<file path="src/rtl/sram_port_scheduler.sv">
// ---------------------------------------------------------------------------
// sram_port_scheduler
//   Owns the single-port T-sequence SRAM and shares it between the host
//   loader (fills T from address 0), the PE read stream (consumes T in order,
//   wrapping at the end of T) and the PE spill stream (rewrites words in place
//   behind the read stream). At most one SRAM access is issued per cycle.
//   The 1-cycle SRAM read latency is hidden behind a 2-entry prefetch FIFO.
//
// Ports
//   clk, rst_n                      clock / asynchronous active-low reset
//   i_load_start                    begin a load from address 0 (IDLE only)
//   i_load_valid/_data/_last        loader word stream
//   o_load_ready                    loader word accepted this cycle
//   i_run                           stream mode enable level
//   i_rd_req, o_rd_valid, o_rd_data prefetch FIFO pop interface
//   i_wr_valid, i_wr_data           spill word
//   o_wr_ready                      spill word written this cycle
//   o_sram_cen/_wen/_addr/_d        SRAM macro controls (cen/wen active low)
//   i_sram_q                        SRAM read data, one cycle after issue
//   o_busy                          high in LOAD and FLUSH
//   o_t_size                        number of T words loaded
// ---------------------------------------------------------------------------
`timescale 1ns/1ps
module sram_port_scheduler #(
   parameter int DATA_W = 32,
   parameter int ADDR_W = 9,
   parameter int DEPTH  = 512
) (
   input  logic              clk,
   input  logic              rst_n,
   input  logic              i_load_start,
   input  logic              i_load_valid,
   input  logic [DATA_W-1:0] i_load_data,
   input  logic              i_load_last,
   output logic              o_load_ready,
   input  logic              i_run,
   input  logic              i_rd_req,
   output logic              o_rd_valid,
   output logic [DATA_W-1:0] o_rd_data,
   input  logic              i_wr_valid,
   input  logic [DATA_W-1:0] i_wr_data,
   output logic              o_wr_ready,
   output logic              o_sram_cen,
   output logic              o_sram_wen,
   output logic [ADDR_W-1:0] o_sram_addr,
   output logic [DATA_W-1:0] o_sram_d,
   input  logic [DATA_W-1:0] i_sram_q,
   output logic              o_busy,
   output logic [ADDR_W:0]   o_t_size
);

   typedef enum logic [1:0] {S_IDLE, S_LOAD, S_RUN, S_FLUSH} state_t;

   localparam logic [ADDR_W:0]   DEPTH_M1 = (ADDR_W+1)'(DEPTH-1);
   localparam logic [ADDR_W:0]   ONE_T    = (ADDR_W+1)'(1);
   localparam logic [ADDR_W-1:0] ONE_P    = ADDR_W'(1);

   state_t            r_state;
   state_t            w_state_next;
   logic [ADDR_W:0]   r_t_size;
   logic [ADDR_W:0]   r_lag;          // reads issued minus spill writes
   logic [ADDR_W-1:0] r_rd_ptr;
   logic [ADDR_W-1:0] r_wr_ptr;
   logic              r_inflight;     // read issued last cycle, q valid now
   logic              r_last_win_rd;  // winner of the most recent conflict
   logic [DATA_W-1:0] r_fifo [0:1];
   logic              r_fifo_rp;
   logic              r_fifo_wp;
   logic [1:0]        r_fifo_cnt;

   logic              w_run_act;
   logic              w_pop;
   logic [2:0]        w_occ;
   logic              w_rd_elig;
   logic              w_wr_elig;
   logic              w_rd_gnt;
   logic              w_wr_gnt;
   logic              w_load_acc;
   logic              w_load_end;
   logic              w_fifo_clr;
   logic              w_rd_wrap;
   logic              w_wr_wrap;
   logic              w_run_entry;

   assign w_run_act  = (r_state == S_RUN) && i_run;
   assign w_pop      = i_rd_req && (r_fifo_cnt != 2'd0);
   assign w_occ      = {1'b0, r_fifo_cnt} + {2'b00, r_inflight};
   // A pop this cycle frees a slot before the new read lands, so it counts
   // as credit; without it streaming would stall every other cycle.
   assign w_rd_elig  = w_run_act && (r_lag < r_t_size) &&
                       (w_pop ? (w_occ < 3'd3) : (w_occ < 3'd2));
   // Only words the read stream has already fetched may be overwritten.
   assign w_wr_elig  = w_run_act && i_wr_valid && (r_lag != '0);
   assign w_rd_gnt   = w_rd_elig && (!w_wr_elig || !r_last_win_rd);
   assign w_wr_gnt   = w_wr_elig && !w_rd_gnt;
   assign w_load_acc = (r_state == S_LOAD) && i_load_valid;
   assign w_load_end = w_load_acc && (i_load_last || (r_t_size == DEPTH_M1));
   assign w_fifo_clr = (r_state == S_FLUSH) && !r_inflight;
   assign w_rd_wrap  = (({1'b0, r_rd_ptr} + ONE_T) == r_t_size);
   assign w_wr_wrap  = (({1'b0, r_wr_ptr} + ONE_T) == r_t_size);
   assign w_run_entry = (r_state == S_IDLE) && (w_state_next == S_RUN);

   assign o_rd_valid = (r_fifo_cnt != 2'd0);
   assign o_rd_data  = r_fifo[r_fifo_rp];
   assign o_busy     = (r_state == S_LOAD) || (r_state == S_FLUSH);
   assign o_t_size   = r_t_size;

   // SRAM port mux: loader, stream read or spill write, never two at once.
   always_comb begin
      o_sram_cen   = 1'b1;
      o_sram_wen   = 1'b1;
      o_sram_addr  = '0;
      o_sram_d     = '0;
      o_load_ready = 1'b0;
      o_wr_ready   = 1'b0;
      if (w_load_acc) begin
         o_sram_cen   = 1'b0;
         o_sram_wen   = 1'b0;
         o_sram_addr  = r_t_size[ADDR_W-1:0];
         o_sram_d     = i_load_data;
         o_load_ready = 1'b1;
      end else if (w_rd_gnt) begin
         o_sram_cen   = 1'b0;
         o_sram_addr  = r_rd_ptr;
      end else if (w_wr_gnt) begin
         o_sram_cen   = 1'b0;
         o_sram_wen   = 1'b0;
         o_sram_addr  = r_wr_ptr;
         o_sram_d     = i_wr_data;
         o_wr_ready   = 1'b1;
      end
   end

   always_comb begin
      w_state_next = r_state;
      case (r_state)
         S_IDLE: begin
            if (i_load_start)
               w_state_next = S_LOAD;
            else if (i_run && (r_t_size != '0))
               w_state_next = S_RUN;
         end
         S_LOAD:  if (w_load_end) w_state_next = S_IDLE;
         S_RUN:   if (!i_run)     w_state_next = S_FLUSH;
         S_FLUSH: if (!r_inflight) w_state_next = S_IDLE;
         default: w_state_next = S_IDLE;
      endcase
   end

   always_ff @(posedge clk or negedge rst_n) begin
      if (!rst_n) begin
         r_state <= S_IDLE;
      end else begin
         r_state <= w_state_next;
      end
   end

   // Load pointer and T size are the same counter.
   always_ff @(posedge clk or negedge rst_n) begin
      if (!rst_n) begin
         r_t_size <= '0;
      end else if ((r_state == S_IDLE) && i_load_start) begin
         r_t_size <= '0;
      end else if (w_load_acc) begin
         r_t_size <= r_t_size + ONE_T;
      end
   end

   always_ff @(posedge clk or negedge rst_n) begin
      if (!rst_n) begin
         r_rd_ptr      <= '0;
         r_wr_ptr      <= '0;
         r_lag         <= '0;
         r_last_win_rd <= 1'b0;
         r_inflight    <= 1'b0;
      end else begin
         r_inflight <= w_rd_gnt;
         if (w_run_entry) begin
            r_rd_ptr      <= '0;
            r_wr_ptr      <= '0;
            r_lag         <= '0;
            // Pretend the write won last so the first conflict goes to the read.
            r_last_win_rd <= 1'b0;
         end else begin
            if (w_rd_elig && w_wr_elig)
               r_last_win_rd <= w_rd_gnt;
            if (w_rd_gnt) begin
               r_rd_ptr <= w_rd_wrap ? '0 : (r_rd_ptr + ONE_P);
               r_lag    <= r_lag + ONE_T;
            end else if (w_wr_gnt) begin
               r_wr_ptr <= w_wr_wrap ? '0 : (r_wr_ptr + ONE_P);
               r_lag    <= r_lag - ONE_T;
            end
         end
      end
   end

   // Prefetch FIFO: SRAM q is captured the cycle after a read grant.
   always_ff @(posedge clk or negedge rst_n) begin
      if (!rst_n) begin
         r_fifo[0]  <= '0;
         r_fifo[1]  <= '0;
         r_fifo_rp  <= 1'b0;
         r_fifo_wp  <= 1'b0;
         r_fifo_cnt <= 2'd0;
      end else if (w_fifo_clr || w_run_entry) begin
         r_fifo_rp  <= 1'b0;
         r_fifo_wp  <= 1'b0;
         r_fifo_cnt <= 2'd0;
      end else begin
         if (r_inflight) begin
            r_fifo[r_fifo_wp] <= i_sram_q;
            r_fifo_wp         <= ~r_fifo_wp;
         end
         if (w_pop)
            r_fifo_rp <= ~r_fifo_rp;
         if (r_inflight && !w_pop)
            r_fifo_cnt <= r_fifo_cnt + 2'd1;
         else if (!r_inflight && w_pop)
            r_fifo_cnt <= r_fifo_cnt - 2'd1;
      end
   end

endmodule

</file>
<file path="config.mk">
export PLATFORM = sky130hd
export DESIGN_NAME = sram_port_scheduler
export DESIGN_NICKNAME = d
export VERILOG_FILES = /design/src/rtl/sram_port_scheduler.sv
export SDC_FILE = /design/constraint.sdc
export NUM_CORES = 1
export LEC_CHECK = 0
export BUFFER_PORTS_ARGS = -buffer_cell sky130_fd_sc_hd__buf_4
export CAP_MARGIN = 20
export CELL_PAD_IN_SITES_DETAIL_PLACEMENT = 2
export CELL_PAD_IN_SITES_GLOBAL_PLACEMENT = 2
export CORE_ASPECT_RATIO = 0.9
export CORE_MARGIN = 1
export CORE_UTILIZATION = 29
export DETAILED_ROUTE_END_ITERATION = 7
export GPL_ROUTABILITY_DRIVEN = 0
export HOLD_SLACK_MARGIN = 0.1
export PLACE_DENSITY_LB_ADDON = 0.05
export SLEW_MARGIN = 10
export SYNTH_ARGS = -nofsm -noshare
export SYNTH_HDL_FRONTEND = slang
export SYNTH_SLANG_ARGS = --single-unit
</file>
<file path="constraint.sdc">
create_clock -name clk -period 3.1 [get_ports clk]
set_input_delay 0.62 -clock clk [delete_from_list [all_inputs] [get_ports clk]]
set_output_delay 0.62 -clock clk [all_outputs]
set_load 0.1 [all_outputs]
</file>
==> results.sh <==
export IMPL_outcome="complete, but fails checks"
export IMPL_failed_checks="negative setup slack"
export IMPL_syn_inst=673
export IMPL_syn_avg_cell_area_um2=10.2
export IMPL_ys_seq_area_share_pct=40.0
export IMPL_rows=53
export IMPL_powerDensity_nw_per_um2=1050
export IMPL_ys_types=71
export IMPL_min_period_over_period_pct=112
export IMPL_async_reset_ff_share_pct=100
export IMPL_cts_buffer_depth=2
export IMPL_ys_flop_type="dfrtp_1"
export IMPL_cp_cell_sequence="inv_4, ha_4, a211o_1, a211o_1, a211oi_4, buf_6, o21ai_4, and3_4, a221o_2, buf_12"
export IMPL_io_buffers=192
export IMPL_start_util_pct=29.5
export IMPL_nNetsFinal=1054
export IMPL_die_h_um=148
export IMPL_dp_slack_ns=-0.440
export IMPL_core_area_um2=23300
export IMPL_clock_fmax_mhz=287
export IMPL_ir_drop_mv=0.750
export IMPL_setup_viol=50
export IMPL_fin_skew_ns=0.00795
export IMPL_drive_gt1_share_pct=55.7
export IMPL_rsz0062_at_grt="true"
export IMPL_fin_area_um2=10900
export IMPL_clk_pin_slew_ns=0.08
export IMPL_crit_buf_inv=3
export IMPL_drtAntennaViolNets=0
export IMPL_grt_pass1_wl_um=40900
export IMPL_tritoncts="yes"
export IMPL_drc_errors=0
export IMPL_synthAdderAreaFrac_pct=4.66
export IMPL_max_slew_margin_rel_pct=53.7
export IMPL_period_minus_slack_ns=3.49
export IMPL_r2r_start="o_t_size[7]"
export IMPL_reg2reg_to="r_lag[9]"
export IMPL_reg2reg_setup_slack_ns=-0.37
export IMPL_critPathLaunchType="register"
export IMPL_endpoint_kind="output pin"
export IMPL_synth_xor_area_share_pct=4.28
export IMPL_crit_family="compound AO/OA/AOI/OAI gates"
export IMPL_vias_per_cell=5.22
export IMPL_grt_ovfl_total=0
export IMPL_layout_setup_ws_ns=-0.387
export IMPL_dp_hpwl_um=19000
export IMPL_synth_seq_cells=110
export IMPL_dieArea_um2=24300
export IMPL_drt_wl_total_um=26300
export IMPL_leakagePower_nw=4.97
export IMPL_drt_iter0_markers=278
export IMPL_finalHoldViolations=0
export IMPL_antenna_found_initial=0
export IMPL_clock_root_buffer="clkbuf_16"
export IMPL_final_common_cell="buf_4"
export IMPL_area_growth_pct=58.8
export IMPL_cts_sinks=110
export IMPL_synth_top_family_by_area="multiplexers"
export IMPL_cap_violations=0
export IMPL_critPathRequiredTime_ns=2.48
export IMPL_synth_area_um2=6880
export IMPL_io_pins=193
export IMPL_finalMaxSlewViolations=0
export IMPL_critPathMaxStageDelay_ns=0.50
export IMPL_die_w_um=164
export IMPL_synth_warnings=0
export IMPL_synth_area_mux_share_pct=16.6
export IMPL_htree_num_levels=3
export IMPL_hp_class="in2async"
export IMPL_path_depth=10
export IMPL_cp_common_cell="a211o_1"
export IMPL_slowest_stage="dfrtp_4"
export IMPL_crit_type="reg2out"
export IMPL_place_area_um2=9560
export IMPL_mostFrequentLayoutCells="231 x buf_4, 100 x dfrtp_1, 91 x mux2_2"
export IMPL_worstPathArrival_ns=2.87
export IMPL_hold_buffers=0
export IMPL_routedWlPerCell_um=21.3
export IMPL_num_antenna_cells=0
export IMPL_synth_compound_gate_area_share_pct=15.2
export IMPL_crit_fanout=6
export IMPL_yosys_area_share_simple_pct=14.6
export IMPL_clk_latency_ns=0.36
export IMPL_cts_made_buffers=9
export IMPL_grt_pass1_vias=7205
export IMPL_synth_enable_flop_cells=0
export IMPL_grt_use_total_pct=21.9
export IMPL_firstDrtPassIters=4
export IMPL_synth_nets=802
export IMPL_via_count=6427
export IMPL_r2r_worst_path_cells=15
export IMPL_grt_max_degree=83
export IMPL_max_slew_worst_pin_slew_ns=0.694
## worst max-delay path by stage
| stage | from | end | slack, ns |
|---|---|---|---|
| floorplan | o_t_size[7] | r_lag[8] | -0.47 |
| global placement | o_t_size[7] | r_lag[9] | -0.31 |
| detailed placement | o_t_size[8] | r_lag[9] | -0.44 |
| CTS | o_t_size[7] | o_sram_d[6] | -0.37 |
| global route | o_t_size[7] | r_lag[9] | -0.49 |
| finish | o_t_size[7] | o_sram_addr[4] | -0.39 |
## state kept, by name, indices dropped and copies added, names as in the netlist
signal         cells
o_t_size          10
r_fifo            64
r_state            2
r_rd_ptr           9
r_fifo_cnt         2
r_wr_ptr           9
r_inflight         1
r_fifo_wp          1
r_last_win_rd      1
r_fifo_rp          1
r_lag             10
## layout make-up
class | count | area [µm²]
inverter | 22 | 97.6
tap | 302 | 378
timing repair inverter | 1 | 6.26
clock inverter | 6 | 56.3
timing repair buffer | 289 | 2870
sequential | 110 | 2790
fill | 2359 | 12400
multi-input combinational | 492 | 4490
clock buffer | 10 | 239
## synthesized netlist by cell type (3+ instances only)
cell      count  area, µm²
and3_1       13       81.3
a21o_1        6       45.0
mux2_2       91       1020
mux2_1        7       78.8
a221o_1       7       70.1
nand3b_1      3       22.5
o22ai_1       9       56.3
o21ai_1       3       15.0
nor3b_1       3       22.5
clkbuf_1     25       93.8
nand3_1      27        135
nand2_1      41        154
inv_1        19       71.3
nand2b_1      6       37.5
nor3_1       19       95.1
a31oi_1       5       31.3
buf_2        19       95.1
nor2_1       33        124
a211o_1       7       61.3
xor2_1       10       87.6
or2_2         6       37.5
ha_1         24        300
nand4_1       8       50.1
dfrtp_1     110       2750
mux2i_1       4       40.0
o21ai_2       3       26.3
xnor2_1      21        184
o21ai_0      24        120
a21oi_1      25        125
and4_1        3       26.3
nand4b_1      3       26.3
a22o_1       32        280
or3_1         8       50.1
## report_power, final
part | leakage [nW] | switching [mW] | internal (mW) | total, mW
clock | 0.146 | 0.590 | 0.583 | 1.17
sequential | 1.43 | 0.286 | 1.85 | 2.14
combinational | 3.40 | 5.09 | 3.02 | 8.11
## cell families after synthesis
| group | after synthesis |
|---|---|
| simple gates | 189 |
| buf+inv | 72 |
| compound gates | 143 |
| flops | 110 |
| fa+ha+maj | 25 |
| xor+xnor | 32 |
| mux | 102 |
## worst register-to-register path, stage by stage (launching register included)
cell and delay [ns]:
dfrtp_4 0.50, inv_4 0.07, ha_4 0.19, a211o_1 0.25, a211o_1 0.32, a211oi_4 0.25
o21ai_4 0.17, buf_12 0.18, ha_4 0.27, a211o_1 0.13, o211ai_1 0.17, a31oi_4 0.25
o22ai_2 0.09, xnor2_1 0.15, or3_1 0.31, o21ai_1 0.09
## what timing repair did
item	CTS	global route
endpoints found under the setup margin	53	51
resized for setup	169	17
buffers inserted	10	11
pin swaps	35	19
cloned	4	1
## per-layer routing
layer | GRT usage [%] | vias up | wire length (µm)
met5 | 0 | - | 0
met1 | 28.8 | 3325 | 11700
met4 | 4.72 | 0 | 274
met2 | 38.0 | 113 | 13600
li1 | - | 2972 | -
met3 | 3.01 | 17 | 712
## metrics by stage
step           TNS, ns  std cells  util (%)  hold slack, ns  total power, mW
6_report        -15.67       1232      46.8           0.198             11.4
2_1_floorplan   -17.10        673         -           0.324             7.37
4_1_cts         -15.93       1220      46.1           0.214             11.3
3_3_place_gp     -5.20       1190      41.0           0.461             9.02
3_5_place_dp     -8.43       1190      41.0           0.477             9.27
5_1_grt         -20.82       1232      46.8           0.218             12.0
Note: power is estimated with default switching activity, not from simulation.
